<file path="config.mk">
export PLATFORM = sky130hd
export DESIGN_NAME = linecard_dest_router
export DESIGN_NICKNAME = d
export VERILOG_FILES = /design/src/rtl/linecard_dest_router.sv
export SDC_FILE = /design/constraint.sdc
export NUM_CORES = 1
export LEC_CHECK = 0
export ABC_AREA = 0
export CAP_MARGIN = 25
export CORE_MARGIN = 1
export CORE_UTILIZATION = 50
export CTS_BUF_LIST = sky130_fd_sc_hd__clkbuf_4
export DETAILED_ROUTE_END_ITERATION = 10
export PLACE_DENSITY = 0.88
export SYNTH_ARGS = -nofsm -noshare
export SYNTH_HDL_FRONTEND = slang
export SYNTH_SLANG_ARGS = --single-unit
</file>
<file path="constraint.sdc">
create_clock -name aclk -period 3.5 [get_ports aclk]
set_clock_uncertainty 0.05 [all_clocks]
set_input_delay 0.525 -clock aclk [delete_from_list [all_inputs] [get_ports aclk]]
set_output_delay 0.525 -clock aclk [all_outputs]
set_load 0.005 [all_outputs]
</file>
<file path="src/rtl/linecard_dest_router.sv">
// linecard_dest_router
//
// Routes an AXI-Stream frame to a set of crossbar outputs. Line cards come
// first, then the single-port uplinks. The destination is decoded once, on
// the first beat of each frame. The decoded result is then held for the
// rest of the frame. A frame whose unicast destination is out of range is
// handled in one of two ways, chosen by DROP_INVALID:
//   - it is dropped, or
//   - it is forwarded with an empty crossbar mask.
//
// m_tdest layout: [MSB] broadcast, then PORT_BITS of dest port, then the
// NUM_OUT-bit crossbar mask in the low bits.
//
// The output stage is a two-entry skid buffer:
//   - one cycle of latency,
//   - full throughput,
//   - s_tready comes straight from a register.
//
// Optional feature: define LINECARD_DEST_ROUTER_STATS_EN to add two sets of
// saturating counters:
//   - frame_count: frames forwarded, one counter per output,
//   - drop_count: frames dropped.

module linecard_dest_router #(
    parameter int DATA_WIDTH     = 64,
    parameter int USER_WIDTH     = 12,
    parameter int NUM_CARDS      = 2,
    parameter int PORTS_PER_CARD = 24,
    parameter int NUM_UPLINKS    = 2,
    parameter int PORT_BITS      = 6,
    parameter int DROP_INVALID   = 1,
    localparam int NUM_OUT       = NUM_CARDS + NUM_UPLINKS,
    localparam int TDEST_W       = 1 + PORT_BITS + NUM_OUT
) (
    input  logic                    aclk,
    input  logic                    rst,

    input  logic                    s_tvalid,
    output logic                    s_tready,
    input  logic [DATA_WIDTH-1:0]   s_tdata,
    input  logic                    s_tlast,
    input  logic [USER_WIDTH-1:0]   s_tuser,
    input  logic [PORT_BITS:0]      s_tdest,

    output logic                    m_tvalid,
    input  logic                    m_tready,
    output logic [DATA_WIDTH-1:0]   m_tdata,
    output logic                    m_tlast,
    output logic [USER_WIDTH-1:0]   m_tuser,
    output logic [TDEST_W-1:0]      m_tdest
`ifdef LINECARD_DEST_ROUTER_STATS_EN
    ,
    output logic [NUM_OUT*32-1:0]   frame_count,
    output logic [31:0]             drop_count
`endif
);

    localparam int  LC_PORTS = NUM_CARDS * PORTS_PER_CARD;
    localparam int  BEAT_W   = DATA_WIDTH + 1 + USER_WIDTH + TDEST_W;
    localparam logic DROP_EN = (DROP_INVALID != 0);

    // The port space must cover every line-card port and every uplink.
    if (LC_PORTS + NUM_UPLINKS > 2 ** PORT_BITS) begin : g_param_check
        $error("linecard_dest_router: NUM_CARDS*PORTS_PER_CARD+NUM_UPLINKS exceeds 2**PORT_BITS");
    end

    typedef enum logic [1:0] {
        ST_SOF  = 2'd0,   // waiting for the first beat of a frame
        ST_FWD  = 2'd1,   // mid-frame, beats forwarded with the held decode
        ST_DROP = 2'd2    // mid-frame, beats swallowed
    } state_t;

    state_t                 state;

    // Decode that was captured on the first beat of the current frame.
    logic                   hold_bcast;
    logic [PORT_BITS-1:0]   hold_port;
    logic [NUM_OUT-1:0]     hold_mask;

    // Live decode of s_tdest. It is only used on the first beat of a frame.
    logic                   in_bcast;
    logic [PORT_BITS-1:0]   in_port;
    logic [31:0]            port_ext;
    logic [NUM_OUT-1:0]     dec_mask;
    logic                   dec_valid;

    // Per-beat routing decision.
    logic [TDEST_W-1:0]     cur_tdest;
    logic                   fwd_beat;
    logic                   s_accept;
    logic                   push;
    logic [BEAT_W-1:0]      in_beat;

    // Skid buffer: an output register plus one overflow entry.
    logic                   out_valid;
    logic [BEAT_W-1:0]      out_beat;
    logic                   skid_valid;
    logic [BEAT_W-1:0]      skid_beat;
    logic                   skid_fill;

    assign in_bcast = s_tdest[PORT_BITS];
    assign in_port  = s_tdest[PORT_BITS-1:0];
    assign port_ext = 32'(in_port);

    // Turn the destination field into a crossbar mask.
    // An empty mask means the unicast port is out of range.
    always_comb begin
        // NOTE: every output of a combinational block gets a default first,
        // so no path through the block leaves it unassigned (no latch).
        dec_mask  = '0;
        dec_valid = 1'b0;
        if (in_bcast) begin
            dec_mask  = '1;
            dec_valid = 1'b1;
        end else begin
            for (int c = 0; c < NUM_CARDS; c++) begin
                if (port_ext >= 32'(c * PORTS_PER_CARD) &&
                    port_ext <  32'((c + 1) * PORTS_PER_CARD)) begin
                    dec_mask[c] = 1'b1;
                    dec_valid   = 1'b1;
                end
            end
            for (int k = 0; k < NUM_UPLINKS; k++) begin
                if (port_ext == 32'(LC_PORTS + k)) begin
                    dec_mask[NUM_CARDS + k] = 1'b1;
                    dec_valid               = 1'b1;
                end
            end
        end
    end

    // Choose the tdest for this beat, and decide whether it is forwarded.
    // - First beat: use the live decode.
    // - Later beats: use the held copy.
    always_comb begin
        cur_tdest = {hold_bcast, hold_port, hold_mask};
        fwd_beat  = (state == ST_FWD);
        if (state == ST_SOF) begin
            cur_tdest = {in_bcast, in_port, dec_mask};
            fwd_beat  = dec_valid || !DROP_EN;
        end
    end

    assign s_accept = s_tvalid && s_tready;
    assign push     = s_accept && fwd_beat;
    assign in_beat  = {s_tdata, s_tlast, s_tuser, cur_tdest};

    // Frame FSM, plus capture of the first-beat decode.
    always_ff @(posedge aclk) begin
        if (rst) begin
            // NOTE: datapath registers are normally left unreset. These are
            // cleared on purpose, so the held decode starts from a known zero.
            state      <= ST_SOF;
            hold_bcast <= 1'b0;
            hold_port  <= '0;
            hold_mask  <= '0;
        end else if (s_accept) begin
            case (state)
                ST_SOF: begin
                    hold_bcast <= in_bcast;
                    hold_port  <= in_port;
                    hold_mask  <= dec_mask;
                    if (!s_tlast) begin
                        state <= fwd_beat ? ST_FWD : ST_DROP;
                    end
                end
                ST_FWD, ST_DROP: begin
                    if (s_tlast) begin
                        state <= ST_SOF;
                    end
                end
                default: state <= ST_SOF;
            endcase
        end
    end

    // The skid entry fills on the next edge in two cases:
    // - it already holds a beat and the sink is stalled, or
    // - a new beat arrives while the output register is stalled.
    assign skid_fill = skid_valid ? !m_tready
                                  : (push && out_valid && !m_tready);

    // Two-entry skid buffer.
    // s_tready is registered, so m_tready has no combinational path to it.
    always_ff @(posedge aclk) begin
        if (rst) begin
            // NOTE: sequential state uses non-blocking assignments only.
            // Every register then updates from the same pre-edge values.
            out_valid  <= 1'b0;
            out_beat   <= '0;
            skid_valid <= 1'b0;
            skid_beat  <= '0;
            s_tready   <= 1'b0;
        end else begin
            if (skid_valid) begin
                if (m_tready) begin
                    out_beat   <= skid_beat;
                    skid_valid <= 1'b0;
                end
            end else if (push) begin
                if (!out_valid || m_tready) begin
                    out_beat  <= in_beat;
                    out_valid <= 1'b1;
                end else begin
                    skid_beat  <= in_beat;
                    skid_valid <= 1'b1;
                end
            end else if (m_tready) begin
                out_valid <= 1'b0;
            end
            s_tready <= !skid_fill;
        end
    end

    assign m_tvalid = out_valid;
    assign m_tdata  = out_beat[BEAT_W-1 -: DATA_WIDTH];
    assign m_tlast  = out_beat[TDEST_W + USER_WIDTH];
    assign m_tuser  = out_beat[TDEST_W +: USER_WIDTH];
    assign m_tdest  = out_beat[TDEST_W-1:0];

`ifdef LINECARD_DEST_ROUTER_STATS_EN
    logic        m_accept;
    logic        drop_event;
    logic [31:0] frame_cnt [NUM_OUT];
    logic [31:0] drop_cnt;

    assign m_accept   = out_valid && m_tready;
    assign drop_event = s_accept && s_tlast &&
                        ((state == ST_DROP) || (state == ST_SOF && !fwd_beat));

    // Saturating counters:
    // - frame_cnt[i]: frames that finished on output i,
    // - drop_cnt: frames that were dropped.
    always_ff @(posedge aclk) begin
        if (rst) begin
            for (int i = 0; i < NUM_OUT; i++) begin
                frame_cnt[i] <= '0;
            end
            drop_cnt <= '0;
        end else begin
            for (int i = 0; i < NUM_OUT; i++) begin
                if (m_accept && m_tlast && m_tdest[i] && frame_cnt[i] != '1) begin
                    frame_cnt[i] <= frame_cnt[i] + 32'd1;
                end
            end
            if (drop_event && drop_cnt != '1) begin
                drop_cnt <= drop_cnt + 32'd1;
            end
        end
    end

    for (genvar i = 0; i < NUM_OUT; i++) begin : g_frame_count
        assign frame_count[i*32 +: 32] = frame_cnt[i];
    end
    assign drop_count = drop_cnt;
`endif

endmodule

</file>
### After elaboration in Yosys (flattened, before gate mapping)

Index checks and enable logic that the tools add are counted.

| word-level totals | value |
|---|---|
| register bits | 192 |
| input port bits | 88 |
| output and inout port bits | 90 |
| logic and storage cells | 70 |

| cells by class | value |
|---|---|
| order comparisons | 4 |
| equality and inequality tests | 8 |
| muxes and demuxes | 27 |
| bitwise logic cells | 2 |
| reduce and logical (&&, ||, !) cells | 20 |

Operators with widths:

| operator | number |
|---|---|
| 88-bit 2-to-1 mux | 4 |
| 1-bit 2-to-1 mux | 17 |
| 6-bit equality test (second input constant) | 2 |
| 3-bit AND reduction | 4 |
| 11-bit 2-to-1 mux | 1 |
| 6-bit by 1-bit greater-or-equal comparator with 1-bit output (second input constant) | 1 |
| 6-bit by 5-bit greater-or-equal comparator with 1-bit output (second input constant) | 1 |
| 1-bit logical AND | 6 |
| 6-bit by 5-bit < comparator with 1-bit output (second input constant) | 1 |
| 6-bit < comparator (second input constant) | 1 |
| 2-bit 2-to-1 mux | 3 |
| 2-bit inequality test (second input constant) | 3 |
| 2-bit nonzero test | 3 |
| 4-bit 2-to-1 mux | 1 |
| 2-bit one-hot mux with 2 select lines | 1 |
| 1-bit zero test | 3 |
| 2-bit by 1-bit equality test with 1-bit output (second input constant) | 1 |
| 2-bit equality test (second input constant) | 1 |
| 2-bit zero test | 1 |
| 2-bit by 1-bit inequality test with 1-bit output (second input constant) | 1 |
| 1-bit NOT | 2 |
| 2-bit AND reduction | 1 |
| 2-bit OR reduction | 1 |
| 1-bit logical OR | 1 |

### Longest topological paths before layout

| logic depth | value |
|---|---|
| word-level depth | 13 |
| depth in mapped cells | 10 |
| depth with buffers taken out | 6 |

### Least setup slack after synthesis

OpenSTA, ideal clock, no wires.

| path | value |
|---|---|
| path type | flip-flop to flip-flop |
| start | reg state[0] |
| end | reg out_beat[11] |
| library setup time | 0.136 ns |
| arrival | 1.676 ns |
| data required time | 3.314 ns |
| setup slack | 1.638 ns |
| cell stages (with the launch flop) | 10 |
| path buffers | 3 |
| clock period less this slack | 1.862 ns |
| cell sequence | dfxtp_1 inv_1 ha_1 buf_4 o211a_4 o221a_2 buf_6 buf_6 nor3_1 a211oi_2 |

| between the ends | value |
|---|---|
| cells in the longest elaborated chain, start to end | 5 |
| elaborated cells between the ends (all ways) | 6 |
| those cells by class | eq/ne (1); mux (1); reduce/logical (4) |

Ends and longest elaborated chain:

| element | RTL line | text |
|---|---|---|
| start: declaration | 73 | `state_t state;` |
| start signal: assignment | 164 | `state <= fwd_beat ? ST_FWD : ST_DROP;` |
| 2-bit by 1-bit equality test with 1-bit output / 2-bit zero test (equally long branches) | 137, 138 |  |
| 1-bit 2-to-1 mux (*) | 138 | `if (state == ST_SOF) begin` |
| 1-bit logical AND (*) | 145 | `assign push = s_accept && fwd_beat;` |
| 2-bit nonzero test (no line) (*) | -- |  |
| 3-bit AND reduction (no line) (*) | -- |  |
| end signal: assignment | 197 | `out_beat <= skid_beat;` |
| end signal: assignment | 202 | `out_beat <= in_beat;` |
| end: declaration | 96 | `logic [BEAT_W-1:0] out_beat;` |

Every way passes the cells marked *; elsewhere a longest branch is shown, timed or not.
A chain may end at the register's enable or synchronous reset.

### Worst setup path in the final report

| path | value |
|---|---|
| start | reg skid_valid |
| end | reg out_beat[2] |

| between the ends | value |
|---|---|
| cells in the longest elaborated chain, start to end | 2 |
| elaborated cells between the ends (all ways) | 5 |
| those cells by class | eq/ne (1); mux (1); reduce/logical (3) |

Ends and longest elaborated chain:

| element | RTL line | text |
|---|---|---|
| start: declaration | 97 | `logic skid_valid;` |
| start signal: assignment | 191 | `skid_valid <= 1'b0;` |
| start signal: assignment | 198 | `skid_valid <= 1'b0;` |
| start signal: assignment | 206 | `skid_valid <= 1'b1;` |
| 2-bit inequality test (no line) / 2-bit nonzero test (equally long branches) | -- |  |
| 3-bit AND reduction (no line) | -- |  |

Several ways; a longest one is shown, not always the timed one.

==> summary by stage <==
Logic synthesis
Sequential cells were found to cover around 48% of the synthesized design area. The synthesized area per cell is between 8 and 9 µm². The register bit total from synthesis is approximately 190.

The synthesized design devotes to its leading area cell type 47.9% of total area. In the post-synthesis netlist, the cell with the most instances is dfxtp_1. The cell count after synthesis is 905. Counting instances in the post-synthesis netlist gives the leading cell types as dfxtp_1, nand2_1, a21oi_1, mux2i_1, nor3_1. In this run the cell area of the synthesized design comes to ~8000 µm². Of all flip-flops after synthesis, the portion carrying an async set or reset was 0%. In this run, synthesis inferred 0 flip-flops with an integrated enable. The most used flip-flop cell after synthesis is dfxtp_1.

By area the synthesized netlist is led by dfxtp_1, mux2i_1, nand2_1. The number of warnings issued by yosys is 0. The unique cell type count in the Yosys netlist is 39.

The total nets after synthesis is 995. Of all cell types, the one taking the most synthesized area is dfxtp_1.

Drt
The pre-antenna-repair detailed-routing pass consisted of 7 iterations. Dividing the detail-routed via count by the number of cells gives about 5.5. The antenna violation net count after detailed routing is 0. The detailed router's first-iteration violation count is about 540. The wire length per cell after detailed routing is roughly 16 µm. The detailed router placed between 6000 and 7000 vias in this run.

The DRC violation count after routing is 0. The total wirelength of the detailed-routed design is ~20000 µm.

Critical path
The worst setup path is launched from a flop. The cell depth of the worst flop-to-flop path is 5. The critical path is of the reg -> reg type. STA classifies the critical path endpoint as a flop.

In this design, the stage delay of the slowest critical-path cell is slightly above 0.9 ns. The arrival time of data at the critical path endpoint is ~3.0 ns. The count of buffering cells on the critical path with inverters included is 1. The cell family contributing the most delay on the critical path is flip-flops. The logic depth of the worst path, buffers included is 5. Walking the worst path, the cells encountered are buf_4, nor3_1, a21oi_1, o311ai_0, mux2i_1. The required time at the endpoint of the critical path is between 3 and 4 ns.

Of all nets on the critical path, the largest fanout is just over 60. The slowest stage of the critical path belongs to the cell dfxtp_4.

Placed design
The detailed-placement wirelength estimate is roughly 13000 µm. In this run the tool buffered the top-level ports with between 150 and 200 buffer cells. The post-place setup slack is roughly 0.71 ns. The congestion estimate from routability-driven global placement came to approximately 0.85.

Clock network
The clock passes through at most 2 buffers. Hold repair after CTS inserted 0 buffers. The buffer type at the clock tree root is clkbuf_4. Once the clock tree was built, the resizer swapped 0 gates to a different size. The number of setup buffers added after CTS is 0. The H-tree depth is 4. The clock insertion delay at the later pin of the skew report is between 0.5 and 0.6 ns. The clock sink count is 192. In this run, CTS created clock tree buffers numbering 17. TritonCTS built the clock tree. The CTS clock-pin slew for the worst setup and hold paths is roughly 0.15 ns.

Power and ir drop
The fraction of power spent switching nets is between 20% and 30%. The share of total power dissipated in sequential elements is between 50% and 60%. The combinational fraction of design power is 15.8%.

The internal power summed over all cells is 3.08 mW. The clock network power share is about 28%. The maximum resistive drop on vdd is about 240 µV. Summed over all cells, the static leakage comes to around 3.2 nW. Summing internal, switching and leakage power gives about 4.2 mW.

The power spent charging and discharging nets is around 1.1 mW. The power density normalized to cell area is approximately 410 nW/µm².

Die
The floorplan has 45 rows. Measured along the x axis, the die boundary spans around 130 µm. For this configuration, the core starts out at a cell density of approximately 52%. For this design the top-level I/O count stands at 178. The area of the die is 16600 µm². The core region area is approximately 15000 µm².

The die boundary height is about 130 µm.

Global route
The aggregate global-route resource usage is a little under a quarter. The initial antenna violation count is 1. The first global-routing pass estimated 31100 µm of wire. Summed over all layers, the global routing overflow is 0. The number of global-route vias before repair is between 6000 and 7000. The maximum number of pins on one net before global-route repair is ~120.

STA
The achievable frequency is 0.397 GHz. Setup repair after global routing left no endpoint under its margin. The worst path setup slack after routing is ~0.98 ns. Summed over all failing endpoints, the final setup total negative slack is 0 ns. The final-report max-slew violation count came to 0.

The slew at the pin closest to its max-slew limit is just under 0.9 ns. The number of hold violations in the final report is 0. The setup-violating endpoint count in the final report is 0. The clock period minus worst slack is 2.52 ns. The final clock period utilization by the worst path is ~70%. The worst pin sits at a relative slew slack of 40.9%.

Worst hold path
Counting instances, the worst hold path has a depth of 2. The min-delay analysis places its worst path in the category in -> reg.

Cells and area
The layout overhead on the synthesized area is 25.7%. The utilization after layout is roughly two thirds. The fraction of layout instances using a drive strength above 1 is under 10%. The total number of nets in the final design is between 1000 and 1500.

Job
The number of max-cap violations is 0.

Run status
The run finished with clean final reports.
-- kinds of logic after synthesis --
logic type	count (synthesis)	share of synthesized area [%]
AO/OA/AOI/OAI	216	17.6
adder cells (fa/ha/maj)	2	0.311
buffers and inverters	91	5.86
flip-flops	192	47.9
multiplexers	91	11.4
AND/OR/NAND/NOR	313	17.0
-- worst register-to-register path, delay by kind of cell (launching register included) --
kind                   cells  cell delay [ns]
muxes                      1             0.19
AOI/OAI and AO/OA          2             0.34
buffers and inverters      1             0.82
DFF                        1             0.91
and+or+nand+nor            1             0.15
-- worst paths after layout --
kind | startpoint | end | slack, ns
max | skid_valid | out_beat[2] | 0.98
min | rst | skid_valid | 0.34
max reg2reg | skid_valid | out_beat[2] | 0.98
min reg2reg | skid_beat[72] | skid_beat[72] | 0.41
-- area by class of cell --
class,instances,area (µm²)
antenna,1,2.50
clock buffer,18,135
clock inverter,14,141
fill,1268,5330
inverter,7,26.3
multi-input combinational,622,3740
sequential,192,3850
tap,211,264
timing repair buffer,190,1930
-- placed cells by master, fill, tap and decap left out, types with 2 or more instances in the layout --
master / synthesis / final
bufinv_16: 0 / 2
nor2_1: 19 / 19
nor2b_1: 2 / 2
a211oi_1: 75 / 75
nand3_1: 10 / 10
ha_1: 2 / 2
clkdlybuf4s50_1: 0 / 176
clkinvlp_4: 0 / 5
o311ai_0: 2 / 2
buf_4: 2 / 8
o211a_4: 1 / 2
mux2i_1: 90 / 90
clkbuf_4: 0 / 18
clkinv_1: 0 / 2
o21ai_0: 20 / 20
o221ai_1: 2 / 2
a211oi_2: 9 / 9
nand2_1: 186 / 186
nor3_1: 85 / 85
buf_12: 0 / 5
clkinv_4: 0 / 2
inv_1: 7 / 7
a21oi_1: 100 / 100
dfxtp_1: 192 / 191
clkinv_2: 0 / 2
-- power groups by stage --
stage                     logic [mW]  clock network, mW  registers [mW]
final                          0.659               1.17            2.35
after global routing           0.712               1.28            2.36
after CTS                      0.662               1.20            2.35
after detailed placement       0.659                  0            2.40
after global placement         0.646                  0            2.39
after floorplan                0.313                  0            2.39
-- per-stage QoR --
step / hold WS, ns / cell area (µm²) / cells
4_1_cts: 0.293 / 10100 / 1254
2_1_floorplan: 0.382 / 8030 / 905
6_report: 0.343 / 10100 / 1255
5_1_grt: 0.317 / 10100 / 1255
3_5_place_dp: 0.396 / 9820 / 1222
3_3_place_gp: 0.388 / 9820 / 1222
-- flip-flops by register name, summed over array words and instances, names as in the netlist --
| name | count |
|---|---|
| hold_mask | 4 |
| skid_beat | 88 |
| skid_valid | 1 |
| hold_bcast | 1 |
| s_tready | 1 |
| state | 2 |
| hold_port | 6 |
| out_beat | 88 |
| m_tvalid | 1 |
-- routing by layer --
metal  vias to the layer above  wire [µm]  global-route usage (%)
met3                        40        989                    3.83
li1                       3437          -                       -
met4                         0        595                    11.8
met2                       204       9780                    40.4
met1                      3276       8460                    29.5
met5                         -          0                       0
Note: power is estimated with default switching activity, not from simulation.
